==> src/rtl/pc_call_stack_pkg.sv <==
`default_nettype none
// ============================================================================
//  pc_call_stack_pkg
//  Return-stack entry layout, flag bit indices and the PC action encoding.
//  Revision: 1.0
// ============================================================================
package pc_call_stack_pkg;

  // Flag positions within the 4-bit ALU flag vector {Z,C,N,V}
  localparam int FLAG_Z = 3;
  localparam int FLAG_C = 2;
  localparam int FLAG_N = 1;
  localparam int FLAG_V = 0;

  // Entry layout, LSB first: IF, IE, flags[3:0], PC
  localparam int ENT_IF        = 0;
  localparam int ENT_IE        = 1;
  localparam int ENT_FLAGS_LSB = 2;
  localparam int ENT_PC_LSB    = 6;
  localparam int ENT_CTX_W     = 6;

  function automatic int entry_width(input int pc_width);
    return pc_width + ENT_CTX_W;
  endfunction

  typedef enum logic [3:0] {
    ACT_HOLD  = 4'd0,
    ACT_INIT  = 4'd1,
    ACT_INT   = 4'd2,
    ACT_RETI  = 4'd3,
    ACT_RETS  = 4'd4,
    ACT_CALL  = 4'd5,
    ACT_JUMP  = 4'd6,
    ACT_DBG   = 4'd7,
    ACT_FETCH = 4'd8
  } action_e;

endpackage
`default_nettype wire

==> src/rtl/pc_call_stack_if.sv <==
`default_nettype none
// ============================================================================
//  pc_call_stack_if
//  Controller <-> PC/return-stack strobes, debug access and status outputs.
//  Revision: 1.0
// ============================================================================
interface pc_call_stack_if #(
  parameter int PC_WIDTH = 8
);
  logic                initialize;
  logic                fetch;
  logic                ex_jump;
  logic                ex_call;
  logic                ex_ret_sub;
  logic                ex_ret_int;
  logic                interrupt;
  logic [PC_WIDTH-1:0] jump_addr;
  logic [3:0]          flags_in;
  logic                flag_ie;
  logic                flag_if;
  logic                dbg_pc_wr;
  logic                dbg_is_brk;
  logic [PC_WIDTH-1:0] dbg_pc_din;

  logic [PC_WIDTH-1:0] pc;
  logic [3:0]          stack_flags;
  logic                stack_ie;
  logic                stack_if;
  logic                flags_restore;
  logic                stack_empty;
  logic                stack_full;
  logic                stack_err;

  modport master (
    output initialize, fetch, ex_jump, ex_call, ex_ret_sub, ex_ret_int,
           interrupt, jump_addr, flags_in, flag_ie, flag_if,
           dbg_pc_wr, dbg_is_brk, dbg_pc_din,
    input  pc, stack_flags, stack_ie, stack_if, flags_restore,
           stack_empty, stack_full, stack_err
  );

  modport slave (
    input  initialize, fetch, ex_jump, ex_call, ex_ret_sub, ex_ret_int,
           interrupt, jump_addr, flags_in, flag_ie, flag_if,
           dbg_pc_wr, dbg_is_brk, dbg_pc_din,
    output pc, stack_flags, stack_ie, stack_if, flags_restore,
           stack_empty, stack_full, stack_err
  );
endinterface
`default_nettype wire

==> src/rtl/pc_call_stack_lifo_stack.sv <==
`default_nettype none
// ============================================================================
//  lifo_stack
//  Register-array LIFO with combinational top read and sticky over/underflow.
//  Revision: 1.0
// ============================================================================
module lifo_stack #(
  parameter int WIDTH = 14,
  parameter int DEPTH = 16
) (
  input  wire logic             clk,
  input  wire logic             rst,
  input  wire logic             clear,
  input  wire logic             push,
  input  wire logic             pop,
  input  wire logic [WIDTH-1:0] din,
  output logic      [WIDTH-1:0] top,
  output logic                  empty,
  output logic                  full,
  output logic                  err
);
  localparam int AW = $clog2(DEPTH);
  localparam int PW = AW + 1;

  logic [WIDTH-1:0] mem [DEPTH];
  logic [PW-1:0]    sp;
  logic [AW-1:0]    top_idx;

  assign empty   = (sp == '0);
  assign full    = (sp == PW'(DEPTH));
  // When full the low bits wrap to 0, so minus one still lands on DEPTH-1
  assign top_idx = sp[AW-1:0] - AW'(1);
  assign top     = empty ? '0 : mem[top_idx];

  always_ff @(posedge clk or posedge rst) begin
    if (rst) begin
      sp  <= '0;
      err <= 1'b0;
    end else if (clear) begin
      sp  <= '0;
      err <= 1'b0;
    end else if (push) begin
      if (full) err <= 1'b1;
      else      sp  <= sp + PW'(1);
    end else if (pop) begin
      if (empty) err <= 1'b1;
      else       sp  <= sp - PW'(1);
    end
  end

  // Storage is deliberately not reset; only the pointer defines validity
  always_ff @(posedge clk) begin
    if (push && !full && !clear && !rst) begin
      mem[sp[AW-1:0]] <= din;
    end
  end

endmodule
`default_nettype wire

==> src/rtl/pc_call_stack.sv <==
`default_nettype none
// ============================================================================
//  pc_call_stack
//  MiniRISC program counter with priority action mux and hardware return stack.
//  Revision: 1.0
// ============================================================================
module pc_call_stack
  import pc_call_stack_pkg::*;
#(
  parameter int                  PC_WIDTH    = 8,
  parameter int                  STACK_DEPTH = 16,
  parameter logic [PC_WIDTH-1:0] RESET_PC    = '0,
  parameter logic [PC_WIDTH-1:0] INT_VECTOR  = PC_WIDTH'(1)
) (
  input  wire logic        clk,
  input  wire logic        rst,
  pc_call_stack_if.slave   bus
);
  localparam int ENT_W = entry_width(PC_WIDTH);

  action_e             act;
  logic [PC_WIDTH-1:0] pc_q;
  logic [PC_WIDTH-1:0] pc_next;
  logic [ENT_W-1:0]    push_entry;
  logic [ENT_W-1:0]    top_entry;
  logic                push;
  logic                pop;
  logic                clear;

  always_comb begin
    act = ACT_HOLD;
    if      (bus.initialize)                   act = ACT_INIT;
    else if (bus.interrupt)                    act = ACT_INT;
    else if (bus.ex_ret_int)                   act = ACT_RETI;
    else if (bus.ex_ret_sub)                   act = ACT_RETS;
    else if (bus.ex_call)                      act = ACT_CALL;
    else if (bus.ex_jump)                      act = ACT_JUMP;
    else if (bus.dbg_pc_wr && bus.dbg_is_brk)  act = ACT_DBG;
    else if (bus.fetch)                        act = ACT_FETCH;
  end

  assign clear = (act == ACT_INIT);
  assign push  = (act == ACT_INT)  || (act == ACT_CALL);
  assign pop   = (act == ACT_RETI) || (act == ACT_RETS);

  // pc_q already points past the current instruction, so it is the return address
  assign push_entry = {pc_q, bus.flags_in, bus.flag_ie, bus.flag_if};

  lifo_stack #(
    .WIDTH (ENT_W),
    .DEPTH (STACK_DEPTH)
  ) u_lifo (
    .clk   (clk),
    .rst   (rst),
    .clear (clear),
    .push  (push),
    .pop   (pop),
    .din   (push_entry),
    .top   (top_entry),
    .empty (bus.stack_empty),
    .full  (bus.stack_full),
    .err   (bus.stack_err)
  );

  always_comb begin
    pc_next = pc_q;
    case (act)
      ACT_INIT:  pc_next = RESET_PC;
      ACT_INT:   pc_next = INT_VECTOR;
      ACT_RETI,
      ACT_RETS:  pc_next = top_entry[ENT_PC_LSB +: PC_WIDTH];
      ACT_CALL,
      ACT_JUMP:  pc_next = bus.jump_addr;
      ACT_DBG:   pc_next = bus.dbg_pc_din;
      ACT_FETCH: pc_next = pc_q + PC_WIDTH'(1);
      default:   pc_next = pc_q;
    endcase
  end

  always_ff @(posedge clk or posedge rst) begin
    if (rst) pc_q <= RESET_PC;
    else     pc_q <= pc_next;
  end

  assign bus.pc            = pc_q;
  assign bus.stack_flags   = top_entry[ENT_FLAGS_LSB +: 4];
  assign bus.stack_ie      = top_entry[ENT_IE];
  assign bus.stack_if      = top_entry[ENT_IF];
  assign bus.flags_restore = bus.ex_ret_int;

endmodule
`default_nettype wire

==> src/flat_wrapper.sv <==
// flat-port wrapper written by rule: the top's interface ports become plain ports
module pc_call_stack_flat import pc_call_stack_pkg::*;
#(
  parameter int                  PC_WIDTH    = 8,
  parameter int                  STACK_DEPTH = 16,
  parameter logic [PC_WIDTH-1:0] RESET_PC    = '0,
  parameter logic [PC_WIDTH-1:0] INT_VECTOR  = PC_WIDTH'(1)
)
  (clk, rst, bus_initialize, bus_fetch, bus_ex_jump, bus_ex_call, bus_ex_ret_sub, bus_ex_ret_int, bus_interrupt, bus_jump_addr, bus_flags_in, bus_flag_ie, bus_flag_if, bus_dbg_pc_wr, bus_dbg_is_brk, bus_dbg_pc_din, bus_pc, bus_stack_flags, bus_stack_ie, bus_stack_if, bus_flags_restore, bus_stack_empty, bus_stack_full, bus_stack_err);
  pc_call_stack_if #(.PC_WIDTH(PC_WIDTH)) bus_i ();
  input  wire logic clk;
  input  wire logic rst;
  input wire logic [$bits(bus_i.initialize)-1:0] bus_initialize;
  input wire logic [$bits(bus_i.fetch)-1:0] bus_fetch;
  input wire logic [$bits(bus_i.ex_jump)-1:0] bus_ex_jump;
  input wire logic [$bits(bus_i.ex_call)-1:0] bus_ex_call;
  input wire logic [$bits(bus_i.ex_ret_sub)-1:0] bus_ex_ret_sub;
  input wire logic [$bits(bus_i.ex_ret_int)-1:0] bus_ex_ret_int;
  input wire logic [$bits(bus_i.interrupt)-1:0] bus_interrupt;
  input wire logic [$bits(bus_i.jump_addr)-1:0] bus_jump_addr;
  input wire logic [$bits(bus_i.flags_in)-1:0] bus_flags_in;
  input wire logic [$bits(bus_i.flag_ie)-1:0] bus_flag_ie;
  input wire logic [$bits(bus_i.flag_if)-1:0] bus_flag_if;
  input wire logic [$bits(bus_i.dbg_pc_wr)-1:0] bus_dbg_pc_wr;
  input wire logic [$bits(bus_i.dbg_is_brk)-1:0] bus_dbg_is_brk;
  input wire logic [$bits(bus_i.dbg_pc_din)-1:0] bus_dbg_pc_din;
  output wire logic [$bits(bus_i.pc)-1:0] bus_pc;
  output wire logic [$bits(bus_i.stack_flags)-1:0] bus_stack_flags;
  output wire logic [$bits(bus_i.stack_ie)-1:0] bus_stack_ie;
  output wire logic [$bits(bus_i.stack_if)-1:0] bus_stack_if;
  output wire logic [$bits(bus_i.flags_restore)-1:0] bus_flags_restore;
  output wire logic [$bits(bus_i.stack_empty)-1:0] bus_stack_empty;
  output wire logic [$bits(bus_i.stack_full)-1:0] bus_stack_full;
  output wire logic [$bits(bus_i.stack_err)-1:0] bus_stack_err;
  assign bus_i.initialize = bus_initialize;
  assign bus_i.fetch = bus_fetch;
  assign bus_i.ex_jump = bus_ex_jump;
  assign bus_i.ex_call = bus_ex_call;
  assign bus_i.ex_ret_sub = bus_ex_ret_sub;
  assign bus_i.ex_ret_int = bus_ex_ret_int;
  assign bus_i.interrupt = bus_interrupt;
  assign bus_i.jump_addr = bus_jump_addr;
  assign bus_i.flags_in = bus_flags_in;
  assign bus_i.flag_ie = bus_flag_ie;
  assign bus_i.flag_if = bus_flag_if;
  assign bus_i.dbg_pc_wr = bus_dbg_pc_wr;
  assign bus_i.dbg_is_brk = bus_dbg_is_brk;
  assign bus_i.dbg_pc_din = bus_dbg_pc_din;
  assign bus_pc = bus_i.pc;
  assign bus_stack_flags = bus_i.stack_flags;
  assign bus_stack_ie = bus_i.stack_ie;
  assign bus_stack_if = bus_i.stack_if;
  assign bus_flags_restore = bus_i.flags_restore;
  assign bus_stack_empty = bus_i.stack_empty;
  assign bus_stack_full = bus_i.stack_full;
  assign bus_stack_err = bus_i.stack_err;
  pc_call_stack #(.PC_WIDTH(PC_WIDTH), .STACK_DEPTH(STACK_DEPTH), .RESET_PC(RESET_PC), .INT_VECTOR(INT_VECTOR)) u_core (.clk(clk), .rst(rst), .bus(bus_i));
endmodule
==> config.mk <==
export PLATFORM = sky130hd
export DESIGN_NAME = pc_call_stack_flat
export DESIGN_NICKNAME = d
export VERILOG_FILES = /design/src/rtl/pc_call_stack_pkg.sv /design/src/rtl/pc_call_stack_if.sv /design/src/rtl/pc_call_stack_lifo_stack.sv /design/src/rtl/pc_call_stack.sv /design/src/flat_wrapper.sv
export SDC_FILE = /design/constraint.sdc
export NUM_CORES = 1
export LEC_CHECK = 0
export ABC_AREA = 1
export CORE_MARGIN = 3
export CORE_UTILIZATION = 45
export DETAILED_ROUTE_END_ITERATION = 10
export PLACE_DENSITY = 0.61
export REMOVE_ABC_BUFFERS = 1
export SLEW_MARGIN = 20
export SYNTH_ARGS = -nofsm -noshare
export SYNTH_HDL_FRONTEND = slang
export SYNTH_HIERARCHICAL = 1
export SYNTH_SLANG_ARGS = --single-unit
export TNS_END_PERCENT = 50
==> constraint.sdc <==
create_clock -name clk -period 3.45 [get_ports clk]
set_input_delay 0.5175 -clock clk [delete_from_list [all_inputs] [get_ports clk]]
set_output_delay 0.5175 -clock clk [all_outputs]
set_load 0.005 [all_outputs]
Yosys cells after proc, flatten, opt, wreduce, memory -nomap -nowiden --
Memory sizes are Yosys's and may differ from the RTL's. Cells that the tools add are included.
Word-level totals: register bits 14, RAM bits 224, output and inout port bits 18, word-level logic and storage cells 59, memories 1
Memories:
- u_core.u_lifo.mem | words 16, bits a word 14, rd ports 1, clocked after Yosys merged registers in 0, wr ports 1, RTL line pc_call_stack_lifo_stack.sv:25 | logic [WIDTH-1:0] mem [DEPTH];
Cells by class: add/subtract/negate cells 4, eq/ne operators 12, muxes and demuxes 22, reductions and logical operators 17
Operator list (number):
- $pmux 8 s6 | 1
- $mux 4 | 8
- $mux 5 | 5
- $eq 4x3->1 const B | 4
- $mux 14 | 1
- $add 8x1->8 const B | 1
- $eq 4x2->1 const B | 2
- $mux 1 | 7
- $ne 3x3->1 const B | 2
- $reduce_and 3->1 | 2
- $reduce_bool 3->1 | 2
- $reduce_bool 6->1 | 1
- $add 5x1->5 const B | 1
- $eq 5x5->1 const B | 1
- $logic_not 5->1 | 1
- $sub 5x1->5 const B | 1
- $eq 4x1->1 const B | 1
- $eq 4x4->1 const B | 1
- $logic_and 1x1->1 | 4
- $reduce_or 2->1 | 2
- $sub 4x1->4 const B | 1
- $logic_not 1->1 | 3
- $ne 3x2->1 const B | 1
- $logic_or 1x1->1 | 2

Logic depth before layout (Yosys ltp) --
depth in word-level cells 15, depth in mapped cells 17, depth with buffers taken out 16

Modules after synthesis --
The synthesis kept the hierarchy.
Modules (own cells, without submodules):
- lifo_stack | instances 1, cells each 839, area each 9567.9 sq um, sequential area each 6876.6 sq um
- pc_call_stack | instances 1, cells each 122, area each 840.8 sq um, sequential area each 200.2 sq um

Worst setup path after synthesis --
OpenSTA, ideal clock, no wires.
kind register to register, start point reg u_core.u_lifo.sp[0], end point mem u_core.u_lifo.mem[10][0], enable pin, library setup time 0.384 ns, arrival time 2.520 ns, slack 0.546 ns, cell stages (with the launch flop) 13, period minus slack after synthesis 2.904 ns, path through dfrtp_1 > buf_2 > inv_2 > buf_2 > buf_2 > ha_1 > nand2_1 > nor2_1 > nand2_1 > nand3_1 > nor2_1 > nand2_1 > nor2_1
On the way: cells in the longest elaborated chain, start to end 7
Ends and longest elaborated chain:
- start: declaration | RTL line pc_call_stack_lifo_stack.sv:26 | logic [PW-1:0] sp;
- start signal: assignment | RTL line pc_call_stack_lifo_stack.sv:44 | else sp <= sp + PW'(1);
- start signal: assignment | RTL line pc_call_stack_lifo_stack.sv:47 | else sp <= sp - PW'(1);
- $eq 5x5->1 | RTL line pc_call_stack_lifo_stack.sv:30 | assign full = (sp == PW'(DEPTH));
- $logic_not 1->1 | RTL line pc_call_stack_lifo_stack.sv:53 | if (push && !full && !clear && !rst) begin
- $logic_and 1x1->1 (3 in series) | RTL line pc_call_stack_lifo_stack.sv:53
- $mux 1 | RTL line pc_call_stack_lifo_stack.sv:53
- $mux 1 (implied by the code) | RTL line pc_call_stack_lifo_stack.sv:54 | mem[sp[AW-1:0]] <= din;
- end: declaration | RTL line pc_call_stack_lifo_stack.sv:25
Several ways; a longest one is shown, not always the timed one.

Worst setup path after layout --
start point reg u_core.u_lifo.sp[0], end point out bus_stack_flags[2]
On the way: cells in the longest elaborated chain, start to end 3, elaborated cells between the ends (all ways) 4, those cells by class add/sub: 1; mux: 1; reduce/logical: 1; memory: 1
Ends and longest elaborated chain:
- $sub 4x1->4 | RTL line pc_call_stack_lifo_stack.sv:32 | assign top_idx = sp[AW-1:0] - AW'(1);
- $mem_v2 16x14
- $mux 14 * | RTL line pc_call_stack_lifo_stack.sv:33 | assign top = empty ? '0 : mem[top_idx];
- end: declaration | RTL line flat_wrapper.sv:28 | output wire logic [$bits(bus_i.stack_flags)-1:0] bus_stack_flags;
Every way passes the cells marked *; elsewhere a longest branch is shown, timed or not.

==> impl_metrics.sql <==
INSERT INTO impl_metrics (metric_group, metric, value, unit) VALUES
('critical_path', 'crit-reg2reg-launch', 'u_core/u_lifo/sp[2]', ''),
('critical_path', 'worstSetupEndpointType', 'output port', ''),
('die', 'fp-row-count', '55', ''),
('clocking', 'htreeDepth', '1', ''),
('sta', 'worstMarginPinSlew', '0.789', 'ns'),
('finish', 'final_cell_mix', '311 x nand2_1, 224 x edfxtp_1, 174 x nand3_1, 55 x nor2_1, 48 x clkdlybuf4s50_1', ''),
('place', 'placed_cells_incl_taps', '1293', ''),
('die', 'core_area', '22700', 'um2'),
('global_routing', 'first_global_vias', '6926', ''),
('logic_synthesis', 'synth.top_cell.area_share', '64.6', '%'),
('finish', 'synthToLayoutAreaGrowth', '19.1', '%'),
('logic_synthesis', 'syn-mean-instance-area', '10.8', 'um2'),
('global_routing', 'initial_antenna_violation_count', '0', ''),
('power', 'p_leak', '0.00475', 'uW'),
('detailed_routing', 'drt-pass1-iter-count', '7', ''),
('detailed_routing', 'drc', '0', ''),
('finish', 'finalNonFillerCells', '1342', ''),
('logic_synthesis', 'synth.yosys.warnings', '6', ''),
('die', 'floorplan.die_area', '25000', 'um2'),
('logic_synthesis', 'netlist_area', '10400', 'um2'),
('logic_synthesis', 'netlist_instances', '961', ''),
('logic_synthesis', 'async_reset_ff_share', '5.88', '%'),
('critical_path', 'crit_path_max_fo', '43', ''),
('critical_path', 'worstSetupStartpointType', 'flip-flop', ''),
('logic_synthesis', 'synth_area_leader_cell', 'edfxtp_1', ''),
('logic_synthesis', 'yosys_reg_bits', '238', ''),
('sta', 'final.setup_skew', '0.0111', 'ns'),
('clocking', 'numClockSinks', '238', ''),
('finish', 'final_layout_size_suffix_gt1_share', '11.5', '%'),
('place', 'i_o_buffers', '50', ''),
('critical_path', 'reg2reg_to', 'u_core/u_lifo/mem[8][11]', ''),
('clocking', 'clock-root-buffer', 'clkbuf_16', ''),
('finish', 'filler_cell_count', '1966', ''),
('global_routing', 'grt_util_all_layers', '21.3', '%'),
('clocking', 'clock_latency_of_the_later_clocked_register_in_the_worst_skew_pair', '0.52', 'ns'),
('logic_synthesis', 'synthTopCellsByArea', 'edfxtp_1 65%, nand2_1 11%, nand3_1 8.4%, dfrtp_1 3.4%, nor2_1 2.0%', ''),
('clocking', 'tritoncts', 'done', ''),
('detailed_routing', 'route.detailed.wl_per_inst', '19.8', 'um'),
('clocking', 'clkSlewWorstSetupHoldPaths', '0.06', 'ns'),
('sta', 'postLayoutSetupSlackWorst', '0.144', 'ns'),
('global_routing', 'grt_pass1_wl', '40400', 'um'),
('place', 'pre_cts_ws', '0.293', 'ns'),
('finish', 'layout.cells.most_common', 'nand2_1', ''),
('sta', 'setup_viol_count_final', '0', ''),
('logic_synthesis', 'synth_enable_flop_cells', '224', ''),
('die', 'chipWidth', '158', 'um'),
('critical_path', 'setup.worst_path.class', 'reg2out', ''),
('status', 'result_of_the_run', 'complete, no violations', ''),
('critical_path', 'setup.reg_to_reg.worst_slack', '1.00', 'ns'),
('sta', 'fin_tns_setup', '0', 'ns'),
('finish', 'num_antenna_cells', '0', ''),
('finish', 'multi_input_area', '2990', 'um2'),
('job', 'cap_viol_max_count', '0', ''),
('clocking', 'holdBufCountCts', '0', ''),
('power', 'pwr_density_cell', '905', 'nW/um2'),
('sta', 'max-slew-margin-rel', '47.4', '%'),
('sta', 'timing_max_transition_violations_final', '0', ''),
('place', 'gpl.final_weighted_congestion', '0.808', ''),
('detailed_routing', 'drt_iter0_markers', '646', ''),
('detailed_routing', 'viasPerCell', '5.44', ''),
('die', 'io-pin-count', '51', ''),
('critical_path', 'crit_arrival', '2.79', 'ns'),
('place', 'dp.final_hpwl', '16000', 'um'),
('detailed_routing', 'postRouteWirelength', '26600', 'um'),
('sta', 'min_period', '3.31', 'ns'),
('global_routing', 'grt_max_degree', '117', ''),
('sta', 'max_freq', '0.302', 'GHz'),
('sta', 'rsz0062_at_grt', 'false', ''),
('critical_path', 'cp.required', '2.93', 'ns'),
('sta', 'final_hold_viol_count', '0', ''),
('critical_path', 'rr_worst_depth', '9', '');
## sequential cells by signal, summed over array words and instances (netlist names)
register           count
u_core/bus.pc          8
u_core/u_lifo/err      1
u_core/u_lifo/mem    224
u_core/u_lifo/sp       5
## area by class of cell
type                       count  share of cell area, %
sequential                   238                   57.1
multi-input combinational    638                   24.1
timing repair buffer          95                   7.43
clock buffer                  32                   5.60
tap                          285                   2.88
clock inverter                16                   1.69
inverter                      38                   1.17
## metrics by stage
step | cell area [um2] | total power, uW | utilization, %
floorplan | 10200 | 6250 | -
CTS | 12400 | 11200 | 54.5
detailed placement | 11400 | 8240 | 50.3
finish | 12400 | 11200 | 54.6
global route | 12400 | 11900 | 54.6
global placement | 11400 | 8210 | 50.3
## what timing repair did
item / in CTS / in global routing
resized for setup: 4 / 6
endpoints found under the setup margin: 6 / 5
cloned: 1 / 0
hold endpoints to repair: 0 / 0
pin swaps: 0 / 0
buffers inserted: 0 / 0
## worst max-delay path: stages, from the launching register on
cell and delay [ns]:
dfrtp_4 0.43, clkinv_2 0.14, ha_4 0.33, clkinv_1 0.10
buf_12 0.21, nand3_1 0.15, nand3_1 0.08, nand3_1 0.11
nand2_1 0.06, nor2_1 0.11, clkdlybuf4s50_1 0.53
## power by group
group | internal, uW | leakage [uW] | switching, uW
logic | 1600 | 0.00210 | 3010
registers | 3480 | 0.00222 | 223
clock network | 1800 | 0.000436 | 1100
## layer usage
layer | global-route usage (%) | share of wire [%]
met1 | 30.8 | 45
met2 | 33.9 | 47
met3 | 3.61 | 6.3
met4 | 5.08 | 1.6
met5 | 0 | 0
## cell families (layout without fill, tap and decap cells)
logic type | after synthesis | in the layout | synth area share [%]
DFF | 238 | 238 | 68.0
xor gates and xnor gates | 7 | 7 | 0.733
and+or+nand+nor | 575 | 575 | 24.2
adders and majority gates | 9 | 9 | 1.15
AOI/OAI and AO/OA | 47 | 47 | 2.39
buffers and inverters | 85 | 181 | 3.52
## cells in the mapped netlist, drive strengths merged, types with 4 or more instances
library cell    n
edfxtp        224
buf            24
nor2           61
inv            36
clkbuf         23
o21ai           6
a21oi          40
ha              8
nand3         178
nand2         321
xnor2           4
nand4          10
dfrtp          14
## how the worst max path moves through the flow
stage	slack [ns]	endpoint
finish	0.14	bus_stack_flags[2]
global route	0.01	bus_stack_flags[1]
CTS	0.02	bus_stack_flags[1]
detailed placement	0.29	u_core/u_lifo/mem[8][3]
global placement	0.32	u_core/u_lifo/mem[8][3]
floorplan	-3.81	bus_stack_flags[0]
Power figures use the tool's default switching activity.
